==> config.mk <==
export PLATFORM = sky130hd
export DESIGN_NAME = uart_tx_flat
export DESIGN_NICKNAME = d
export VERILOG_FILES = /design/src/rtl/uart_tx_if.sv /design/src/rtl/uart_tx.sv /design/src/flat_wrapper.sv
export SDC_FILE = /design/constraint.sdc
export NUM_CORES = 1
export LEC_CHECK = 0
export ABC_AREA = 1
export BUFFER_PORTS_ARGS = -buffer_cell sky130_fd_sc_hd__buf_2
export CAP_MARGIN = 20
export CELL_PAD_IN_SITES_DETAIL_PLACEMENT = 1
export CELL_PAD_IN_SITES_GLOBAL_PLACEMENT = 1
export CORE_UTILIZATION = 47
export CTS_CLUSTER_SIZE = 25
export DETAILED_ROUTE_END_ITERATION = 8
export MAX_ROUTING_LAYER = met4
export PLACE_DENSITY = 0.81
export SYNTH_ARGS = -nofsm -noshare
export SYNTH_HDL_FRONTEND = slang
export SYNTH_SLANG_ARGS = --single-unit
export TNS_END_PERCENT = 10
==> constraint.sdc <==
create_clock -name clock -period 3.7 [get_ports clock]
set_input_delay 0.185 -clock clock [delete_from_list [all_inputs] [get_ports clock]]
set_output_delay 0.185 -clock clock [all_outputs]
set_load 0.05 [all_outputs]
==> src/rtl/uart_tx_if.sv <==
// uart_tx_if: byte handshake between a host and the UART transmitter.
//   tx_data  : byte offered by the host
//   tx_valid : host offers tx_data this cycle
//   tx_ready : transmitter holding register is empty
// Modports: master (host side), slave (transmitter side).
interface uart_tx_if;
    logic [7:0] tx_data;
    logic       tx_valid;
    logic       tx_ready;

    modport master (
        output tx_data,
        output tx_valid,
        input  tx_ready
    );

    modport slave (
        input  tx_data,
        input  tx_valid,
        output tx_ready
    );
endinterface

==> src/rtl/uart_tx.sv <==
// uart_tx: 8N1 (8N2) UART serial transmitter with a one-byte holding register.
// Bytes are accepted over a valid/ready handshake and shifted out LSB-first,
// 16 ticks of uart_tick_16x per bit. Back-to-back frames carry no idle gap.
// Optional feature: define UART_TX_PARITY_EN to insert an even-parity bit
// (8E1 / 8E2 frames).
//
// Ports:
//   clock         : system clock, all state updates on posedge
//   reset_n       : asynchronous active-low reset
//   uart_tick_16x : single-cycle enable at 16x the baud rate
//   tx_bus        : uart_tx_if.slave (tx_data, tx_valid in; tx_ready out)
//   TxD           : serial line, idles high, driven from a flop
//   busy          : high whenever a frame is on the line
module uart_tx #(
    parameter int unsigned STOP_BITS = 1
) (
    input  logic     clock,
    input  logic     reset_n,
    input  logic     uart_tick_16x,
    uart_tx_if.slave tx_bus,
    output logic     TxD,
    output logic     busy
);

    if (!(STOP_BITS == 1 || STOP_BITS == 2)) begin : g_bad_stop_bits
        $error("uart_tx: STOP_BITS must be 1 or 2");
    end

`ifdef UART_TX_PARITY_EN
    typedef enum logic [2:0] {StIdle, StStart, StData, StParity, StStop} state_e;
`else
    typedef enum logic [2:0] {StIdle, StStart, StData, StStop} state_e;
`endif

    state_e     r_state, w_state_next;
    logic [7:0] r_hold_data;
    logic       r_hold_full, w_hold_full_next;
    logic [7:0] r_shift, w_shift_next;
    logic [3:0] r_tick_cnt, w_tick_cnt_next;
    logic [2:0] r_bit_idx, w_bit_idx_next;
    logic       r_stop_cnt, w_stop_cnt_next;
    logic       r_txd, w_txd_next;
    logic       w_accept;
    logic       w_load;
`ifdef UART_TX_PARITY_EN
    logic       r_parity, w_parity_next;
`endif

    assign w_accept        = tx_bus.tx_valid & ~r_hold_full;
    assign tx_bus.tx_ready = ~r_hold_full;
    assign TxD             = r_txd;
    assign busy            = (r_state != StIdle);

    always_ff @(posedge clock or negedge reset_n) begin
        if (!reset_n) begin
            r_state     <= StIdle;
            r_hold_data <= 8'h00;
            r_hold_full <= 1'b0;
            r_shift     <= 8'h00;
            r_tick_cnt  <= 4'd0;
            r_bit_idx   <= 3'd0;
            r_stop_cnt  <= 1'b0;
            r_txd       <= 1'b1;
`ifdef UART_TX_PARITY_EN
            r_parity    <= 1'b0;
`endif
        end else begin
            r_state     <= w_state_next;
            r_hold_full <= w_hold_full_next;
            r_shift     <= w_shift_next;
            r_tick_cnt  <= w_tick_cnt_next;
            r_bit_idx   <= w_bit_idx_next;
            r_stop_cnt  <= w_stop_cnt_next;
            r_txd       <= w_txd_next;
`ifdef UART_TX_PARITY_EN
            r_parity    <= w_parity_next;
`endif
            if (w_accept) begin
                r_hold_data <= tx_bus.tx_data;
            end
        end
    end

    always_comb begin
        w_state_next    = r_state;
        w_shift_next    = r_shift;
        w_tick_cnt_next = r_tick_cnt;
        w_bit_idx_next  = r_bit_idx;
        w_stop_cnt_next = r_stop_cnt;
        w_txd_next      = r_txd;
        w_load          = 1'b0;
`ifdef UART_TX_PARITY_EN
        w_parity_next   = r_parity;
`endif

        if (uart_tick_16x) begin
            // Counter wraps 15 -> 0 on its own, so each bit is exactly 16 ticks.
            if (r_state != StIdle) begin
                w_tick_cnt_next = r_tick_cnt + 4'd1;
            end

            unique case (r_state)
                StIdle: begin
                    if (r_hold_full) begin
                        w_load = 1'b1;
                    end else begin
                        w_txd_next = 1'b1;
                    end
                end
                StStart: begin
                    if (r_tick_cnt == 4'd15) begin
                        w_state_next   = StData;
                        w_bit_idx_next = 3'd0;
                        w_txd_next     = r_shift[0];
                    end
                end
                StData: begin
                    if (r_tick_cnt == 4'd15) begin
                        w_shift_next   = {1'b0, r_shift[7:1]};
                        w_bit_idx_next = r_bit_idx + 3'd1;
                        if (r_bit_idx == 3'd7) begin
`ifdef UART_TX_PARITY_EN
                            w_state_next = StParity;
                            w_txd_next   = r_parity;
`else
                            w_state_next    = StStop;
                            w_stop_cnt_next = 1'b0;
                            w_txd_next      = 1'b1;
`endif
                        end else begin
                            // Next data bit is the one about to shift into bit 0.
                            w_txd_next = r_shift[1];
                        end
                    end
                end
`ifdef UART_TX_PARITY_EN
                StParity: begin
                    if (r_tick_cnt == 4'd15) begin
                        w_state_next    = StStop;
                        w_stop_cnt_next = 1'b0;
                        w_txd_next      = 1'b1;
                    end
                end
`endif
                StStop: begin
                    if (r_tick_cnt == 4'd15) begin
                        if (STOP_BITS == 2 && !r_stop_cnt) begin
                            w_stop_cnt_next = 1'b1;
                        end else if (r_hold_full) begin
                            // Chain straight into the next start bit.
                            w_load = 1'b1;
                        end else begin
                            w_state_next = StIdle;
                            w_txd_next   = 1'b1;
                        end
                    end
                end
                default: begin
                    w_state_next = StIdle;
                    w_txd_next   = 1'b1;
                end
            endcase

            if (w_load) begin
                w_state_next    = StStart;
                w_shift_next    = r_hold_data;
                w_tick_cnt_next = 4'd0;
                w_txd_next      = 1'b0;
`ifdef UART_TX_PARITY_EN
                w_parity_next   = ^r_hold_data;
`endif
            end
        end
    end

    // Accept needs an empty holder and load needs a full one, so they never collide.
    always_comb begin
        w_hold_full_next = r_hold_full;
        if (w_load) begin
            w_hold_full_next = 1'b0;
        end else if (w_accept) begin
            w_hold_full_next = 1'b1;
        end
    end

endmodule

==> src/flat_wrapper.sv <==
// flat-port wrapper written by rule: the top's interface ports become plain ports
module uart_tx_flat 
#(
    parameter int unsigned STOP_BITS = 1
)
  (clock, reset_n, uart_tick_16x, TxD, busy, tx_bus_tx_data, tx_bus_tx_valid, tx_bus_tx_ready);
  uart_tx_if tx_bus_i ();
  input  logic clock;
  input  logic reset_n;
  input  logic uart_tick_16x;
  output logic TxD;
  output logic busy;
  input wire logic [$bits(tx_bus_i.tx_data)-1:0] tx_bus_tx_data;
  input wire logic [$bits(tx_bus_i.tx_valid)-1:0] tx_bus_tx_valid;
  output wire logic [$bits(tx_bus_i.tx_ready)-1:0] tx_bus_tx_ready;
  assign tx_bus_i.tx_data = tx_bus_tx_data;
  assign tx_bus_i.tx_valid = tx_bus_tx_valid;
  assign tx_bus_tx_ready = tx_bus_i.tx_ready;
  uart_tx #(.STOP_BITS(STOP_BITS)) u_core (.clock(clock), .reset_n(reset_n), .uart_tick_16x(uart_tick_16x), .tx_bus(tx_bus_i), .TxD(TxD), .busy(busy));
endmodule
==> results.md, run 1 <==
* Slew @ Worst Pin at 0.577 ns
* Fin Setup TNS at 0 ns
* H-tree depth at 1
* Worst reg2reg startpoint: u_core.r_state[0]
* Reg-to-reg slack, setup at 1.83 ns
* Post-DP HPWL at about 2500 µm
* Commonest non-fill, non-tap cell in the layout: nand2_1
* Post-synthesis sequential area ratio at 47.5%
* Number of global-route vias before repair at 1,203
* DR vias at 1,137
* Top-Level Pins at 15
* Syn-to-layout area delta at 9.12%
* Hold_ws at between 0.08 and 0.09 ns
* Hold EP: u_core.r_hold_data[1]
* Nets at just under 200
* CTS resizes at 0
* ANT cells at 0
* Beginning of the critical path: u_core.r_state[0]
* ANT nets after route at 0
* Leakage at 0.830 nW
* Cells after synthesis at 162
* Netlist Area Pre-Place at 1430 µm²
* Iter 0 DRT Violations at 39
* First-pass GRT wire length at around 5500 µm
* Hold Crit Class: input pin to register
* Die extent in y at 57.1 µm
* Worst setup SP type: register
* Std-Cell Rows at 19
* Unrepaired setup endpoints after global routing: false
* Filler Cells Inserted at 346
* Starting Density at 50.8%
* Clock latency on the worst-skew pair at roughly 0.32 ns
* Initial antenna violation count at 0
* Routability congestion estimate at 0.858
* Drt wl/cell at 14.9 µm
* CP arrival at roughly 2.1 ns
* Fmax at 536 MHz
* Final Hold Vio Count at 0
* Crit-path max FO at 15
* Root buffer cell: clkbuf_4
* DRC viols at 0
* Largest net degree at the start of global routing at 28
* Critical path required time at around 4 ns
* Worst hold stages at 2
* HP Start: tx_bus_tx_data[1]
* Vias per inst at 5.41
* Post-layout util at 55.5%
* WL final at 3130 µm
* Slew HR at between 60 and 70%
* R2R depth at 10
* Design area at 1560 µm²
* Tot Pwr at 1.33 mW
* Post-synth net total at 181
* IR drop worst, VDD at 0.000404 V
* # setup viols final at 0
* Critical R2R Capture: u_core.r_shift[3]
* Die X at 57.1 µm
* GRT overflow at 0
* Worst Setup End Kind: register
* Most frequent cells in the layout: 56 x nand2_1, 26 x dfrtp_1, 19 x nand3_1, 14 x buf_2, 10 x inv_1
* Tmin final at 1.87 ns
* Storage cell area at 677 µm²
* Number of port buffers at 14
* Layout cells sized above 1 at 20.7%
* Number of synthesized register bits at 27
* Netlist cell types at 26
* Die area at ~3300 µm²
* CTS tree: done
* Setup Fix Bufs, Post-CTS at 0
* MaxCap Viol Count at 0
* Cell Pwr Density at about 850 nW/µm²
* Core Area at 2810 µm²
* Footprint of the multi-input gates at 681 µm²
* Syn avg cell area at 8.80 µm²
* Gr usage total at between 20 and 25%
* Critical path class: register to register
* Fin. max-slew vios at 0
* Period utilization at 50.5%
* Final Skew at between 0.003 and 0.004 ns
* Drt first pass iters at 4
* TritonCTS Sinks at 27
* CTS Buf Count at 3
* Run status: finished clean
* Synth warn at 0
* Clk slew on worst S/H paths at 0.14 ns
* Clock tree buffer depth at 2
* Area after DPL at 1520 µm²
[Yosys cell counts (all sizes together)]
master,count,share of area (%)
nand2,59,17
dfrtp,26,46
nand3,20,7.4
inv,13,3.4
o21ai,10,4.3
mux2,8,6.3
ha,7,6.1
nor2,4,1.1
nand4,3,1.8
a21oi,2,0.70
buf,2,1.1
clkinv,1,0.26
dfstp,1,1.8
nor3,1,0.35
nor3b,1,0.53
o221ai,1,0.61
o22ai,1,0.44
or2,1,0.44
xor2,1,0.61
[how the worst max path moves through the flow]
| stage | end | cells after the start | slack (ns) |
|---|---|---|---|
| 6_report | u_core.r_shift[3] | 10 | 1.83 |
| 2_1_floorplan | u_core.r_state[0] | 9 | 2.01 |
| 5_1_grt | u_core.r_shift[6] | 10 | 1.68 |
| 3_3_place_gp | u_core.r_state[0] | 10 | 2.01 |
| 3_5_place_dp | u_core.r_shift[3] | 10 | 1.87 |
| 4_1_cts | u_core.r_shift[5] | 10 | 1.85 |
[per-stage QoR]
step           instances  setup slack (ns)
2_1_floorplan        162              2.01
3_3_place_gp         205              2.01
3_5_place_dp         205              1.87
4_1_cts              210              1.85
5_1_grt              210              1.68
6_report             210              1.83
[sequential cells by signal (all words and copies together) (netlist names)]
name                flops
u_core.r_bit_idx        3
u_core.r_shift          8
u_core.r_tick_cnt       4
u_core.r_hold_data      8
u_core.r_hold_full      1
u_core.TxD              1
u_core.r_state          2
[critical path, stage by stage (launching register included)]
cell and delay (ns):
dfrtp_1 0.42, inv_1 0.10, ha_1 0.35, inv_1 0.09, nand2_1 0.10, inv_2 0.17, nand2_4 0.15, o21ai_4 0.15
nand2_4 0.11, nand2_1 0.07, nand2_1 0.05
[layer usage]
metal / up-vias / share of wire [%] / GRT usage (%)
met4: 0 / 2.5 / 10.5
met2: 22 / 50 / 37.3
met3: 10 / 2.7 / 3.17
met5: - / 0 / -
met1: 540 / 45 / 28.8
li1: 565 / - / -
[area by class of cell]
type,instances,area share (%)
tap,31,2.49
sequential,27,43.5
inverter,14,3.38
timing repair buffer,15,5.14
clock buffer,3,1.45
clock inverter,1,0.322
multi-input combinational,119,43.7
[power breakdown]
group	leakage [nW]	total [mW]	internal, mW	switching, mW
Combinational	0.475	0.685	0.234	0.451
Sequential	0.337	0.517	0.423	0.0945
Clock	0.0177	0.126	0.0405	0.0858
Total	0.830	1.33	0.698	0.631
[cell families (layout without fill, tap and decap cells)]
| logic type | count (synthesis) | in the layout | share of synthesized area (%) |
|---|---|---|---|
| and+or+nand+nor | 89 | 89 | 28.6 |
| buffers and inverters | 16 | 33 | 4.82 |
| DFF | 27 | 27 | 47.5 |
| AOI/OAI and AO/OA | 14 | 14 | 6.05 |
| muxes | 8 | 8 | 6.32 |
| xor gates and xnor gates | 1 | 1 | 0.614 |
| adders and majority gates | 7 | 7 | 6.14 |
[repair_timing]
action / CTS / global route
endpoints found under the hold margin: 26 / 0
hold buffers: 1 / 0
setup endpoints to repair: 0 / 0
(Power assumes the default switching activity.)
==> run 2, diff against run 1 <==
Settings changed: CORE_UTILIZATION 47 to 39, PLACE_DENSITY 0.81 to 0.72.
Clock period 3.7 ns to 1.6 ns, I/O delays scaled along.
==> results.md, run 2 (same netlist as run 1, synthesis figures left out) <==
* Run status: finished clean (unchanged)
* Worst hold stages at 3 (was 2)
* Crit-path max FO at 8 (was 15)
* Tmin final at 1.56 ns (was 1.87 ns)
* Number of port buffers at 14 (unchanged)
* Slew HR at 57.5% (was 61.6%)
* CTS tree: done (unchanged)
* Worst setup SP type: register (unchanged)
* Hold_ws at 0.132 ns (was 0.0806 ns)
* Die area at 3900 µm² (was 3260 µm²)
* Hold Crit Class: input pin to register (unchanged)
* CTS Buf Count at 3 (unchanged)
* Clock tree buffer depth at 2 (unchanged)
* Layout cells sized above 1 at 37.6% (was 20.7%)
* Gr usage total at 22.4% (was 23.0%)
* Syn-to-layout area delta at 36.9% (was 9.12%)
* Commonest non-fill, non-tap cell in the layout: nand2_1 (unchanged)
* Final worst slack at 0.0350 ns (was 1.83 ns)
* Fin. max-slew vios at 0 (unchanged)
* ANT cells at 0 (unchanged)
* Filler Cells Inserted at 407 (was 346)
* Final Hold Vio Count at 0 (unchanged)
* Clock power frac at 7.5% (was 9.5%)
* First-pass GRT wire length at 6760 µm (was 5490 µm)
* Net Sw Frac at 45.3% (was 47.5%)
* MaxCap Viol Count at 0 (unchanged)
* Worst Setup End Kind: register (unchanged)
* Critical path class: register to register (unchanged)
* Number of global-route vias before repair at 1,444 (was 1,203)
* Drt wl/cell at 15.9 µm (was 14.9 µm)
* Cell Pwr Density at 2070 nW/µm² (was 854 nW/µm²)
* Clock latency on the worst-skew pair at 0.33 ns (was 0.32 ns)
* Combinational share of power at 62.8% (was 51.6%)
* Sequential share of power at 29.7% (was 38.9%)
* Largest net degree at the start of global routing at 28 (unchanged)
* # setup viols final at 0 (unchanged)
* Drt first pass iters at 4 (unchanged)
* Fmax at 639 MHz (was 536 MHz)
* CP arrival at 1.84 ns (was 2.10 ns)
* HP Start: uart_tick_16x (was tx_bus_tx_data[1])
* Most frequent cells in the layout: 49 x nand2_1, 26 x dfrtp_1, 19 x buf_4, 17 x nand3_1, 14 x buf_2 (was 56 x nand2_1, 26 x dfrtp_1, 19 x nand3_1, 14 x buf_2, 10 x inv_1)
* R2R depth at 9 (was 10)
* Leakage at 0.971 nW (was 0.830 nW)
* Root buffer cell: clkbuf_4 (unchanged)
* TritonCTS Sinks at 27 (unchanged)
* Clk slew on worst S/H paths at 0.15 ns (was 0.14 ns)
* ANT nets after route at 0 (unchanged)
* Biggest regs: u_core.r_hold_data (8), u_core.r_shift (8), u_core.r_tick_cnt (4) (unchanged)
* Met1 wire length at 1710 µm (was 1410 µm)
* IR drop worst, VDD at 0.00100 V (was 0.000404 V)
* Hold EP: u_core.r_shift[6] (was u_core.r_hold_data[1])
* Slew @ Worst Pin at 0.638 ns (was 0.577 ns)
* Post-DP HPWL at 2680 µm (was 2470 µm)
* Die extent in y at 62.5 µm (was 57.1 µm)
* Period utilization at 97.8% (was 50.5%)
* Met3 routed WL at 79 µm (was 83 µm)
* Tot Pwr at 4.05 mW (was 1.33 mW)
* Reg-to-reg slack, setup at 0.04 ns (was 1.83 ns)
* GRT overflow at 0 (unchanged)
* Switching pwr at 1.84 mW (was 0.631 mW)
* Starting Density at 41.8% (was 50.8%)
* Vias per inst at 5.20 (was 5.41)
* WL final at 4060 µm (was 3130 µm)
* Unrepaired setup endpoints after global routing: true (was false)
* Uppermost layer routed: met4 (unchanged)
* Critical path required time at 1.87 ns (was 3.93 ns)
* Fin Setup TNS at 0 ns (unchanged)
* Internal power at 2.22 mW (was 0.698 mW)
* Final Skew at 0.0102 ns (was 0.00391 ns)
* Dpl ws at -0.0959 ns (was 1.87 ns)
* Placed Cells at 231 (was 205)
* Worst reg2reg startpoint: u_core.r_state[0] (unchanged)
* Iter 0 DRT Violations at 31 (was 39)
* Critical R2R Capture: u_core.r_shift[4] (was u_core.r_shift[3])
* Final Non-Filler Cells at 256 (was 210)
* Initial antenna violation count at 0 (unchanged)
* Core Area at 3420 µm² (was 2810 µm²)
* DRC viols at 0 (unchanged)
* Nets at 230 (was 199)
* Die X at 62.5 µm (was 57.1 µm)
* Std-Cell Rows at 21 (was 19)
* DR vias at 1,331 (was 1,137)
* Top-Level Pins at 15 (unchanged)
* H-tree depth at 1 (unchanged)
* Met2 Wirelength at 2220 µm (was 1550 µm)
* Routability congestion estimate at 0.797 (was 0.858)
==> run 2: worst max path at each step <==
stage	start	end	slack (ns)	depth (start not counted)
after global placement	u_core.r_state[0]	u_core.r_state[1]	0.0006	10
after detailed placement	u_core.r_state[1]	u_core.r_state[1]	-0.1	10
after CTS	u_core.r_state[1]	u_core.r_shift[7]	-0.002	10
final	u_core.r_state[0]	u_core.r_shift[4]	0.04	9
after floorplan	u_core.r_state[1]	u_core.r_shift[2]	-0.07	10
after global routing	u_core.r_state[0]	u_core.r_shift[2]	-0.04	9
==> run 2: through the flow <==
stage / area (µm²) / utilization, %
6_report: 1950 / 57.2
5_1_grt: 1950 / 57.2
4_1_cts: 1810 / 53.0
3_5_place_dp: 1630 / 47.8
3_3_place_gp: 1630 / 47.8
2_1_floorplan: 1440 / -
==> run 2: critical path: stages (launching register included) <==
cell	delay, ns
dfrtp_1	0.42
inv_2	0.09
ha_4	0.16
clkinvlp_4	0.17
nand2_4	0.14
nand2_8	0.08
o21ai_4	0.11
buf_4	0.17
nand3_1	0.09
nand2_1	0.07
==> run 2: what timing repair did <==
| item | CTS | global route |
|---|---|---|
| gates resized for setup | 11 | 20 |
| hold buffers | 10 | 0 |
| setup endpoints to repair | 14 | 19 |
| endpoints found under the hold margin | 35 | 0 |
| buffers inserted | 3 | 8 |
| pin swaps | 4 | 10 |
==> run 2: layer usage <==
metal / up-vias / GRT usage [%]
li1: 634 / -
met1: 668 / 26.0
met2: 23 / 40.6
met3: 6 / 2.19
met4: 0 / 6.40
met5: - / -
==> run 2: layout make-up <==
class                      count  area [µm²]  share of cell area (%)
inverter                      14        58.8                    3.01
sequential                    27         677                    34.7
timing repair buffer          46         347                    17.7
multi-input combinational    119         787                    40.3
tap                           46        57.6                    2.95
clock buffer                   4        26.3                    1.35
==> run 2: power by group through the flow <==
stage / logic (mW) / clock network (mW) / registers [mW]
after floorplan: 1.27 / 0 / 1.18
after global placement: 1.81 / 0 / 1.15
after detailed placement: 1.90 / 0 / 1.18
after CTS: 2.09 / 0.317 / 1.18
after global routing: 2.80 / 0.337 / 1.24
final: 2.54 / 0.303 / 1.20
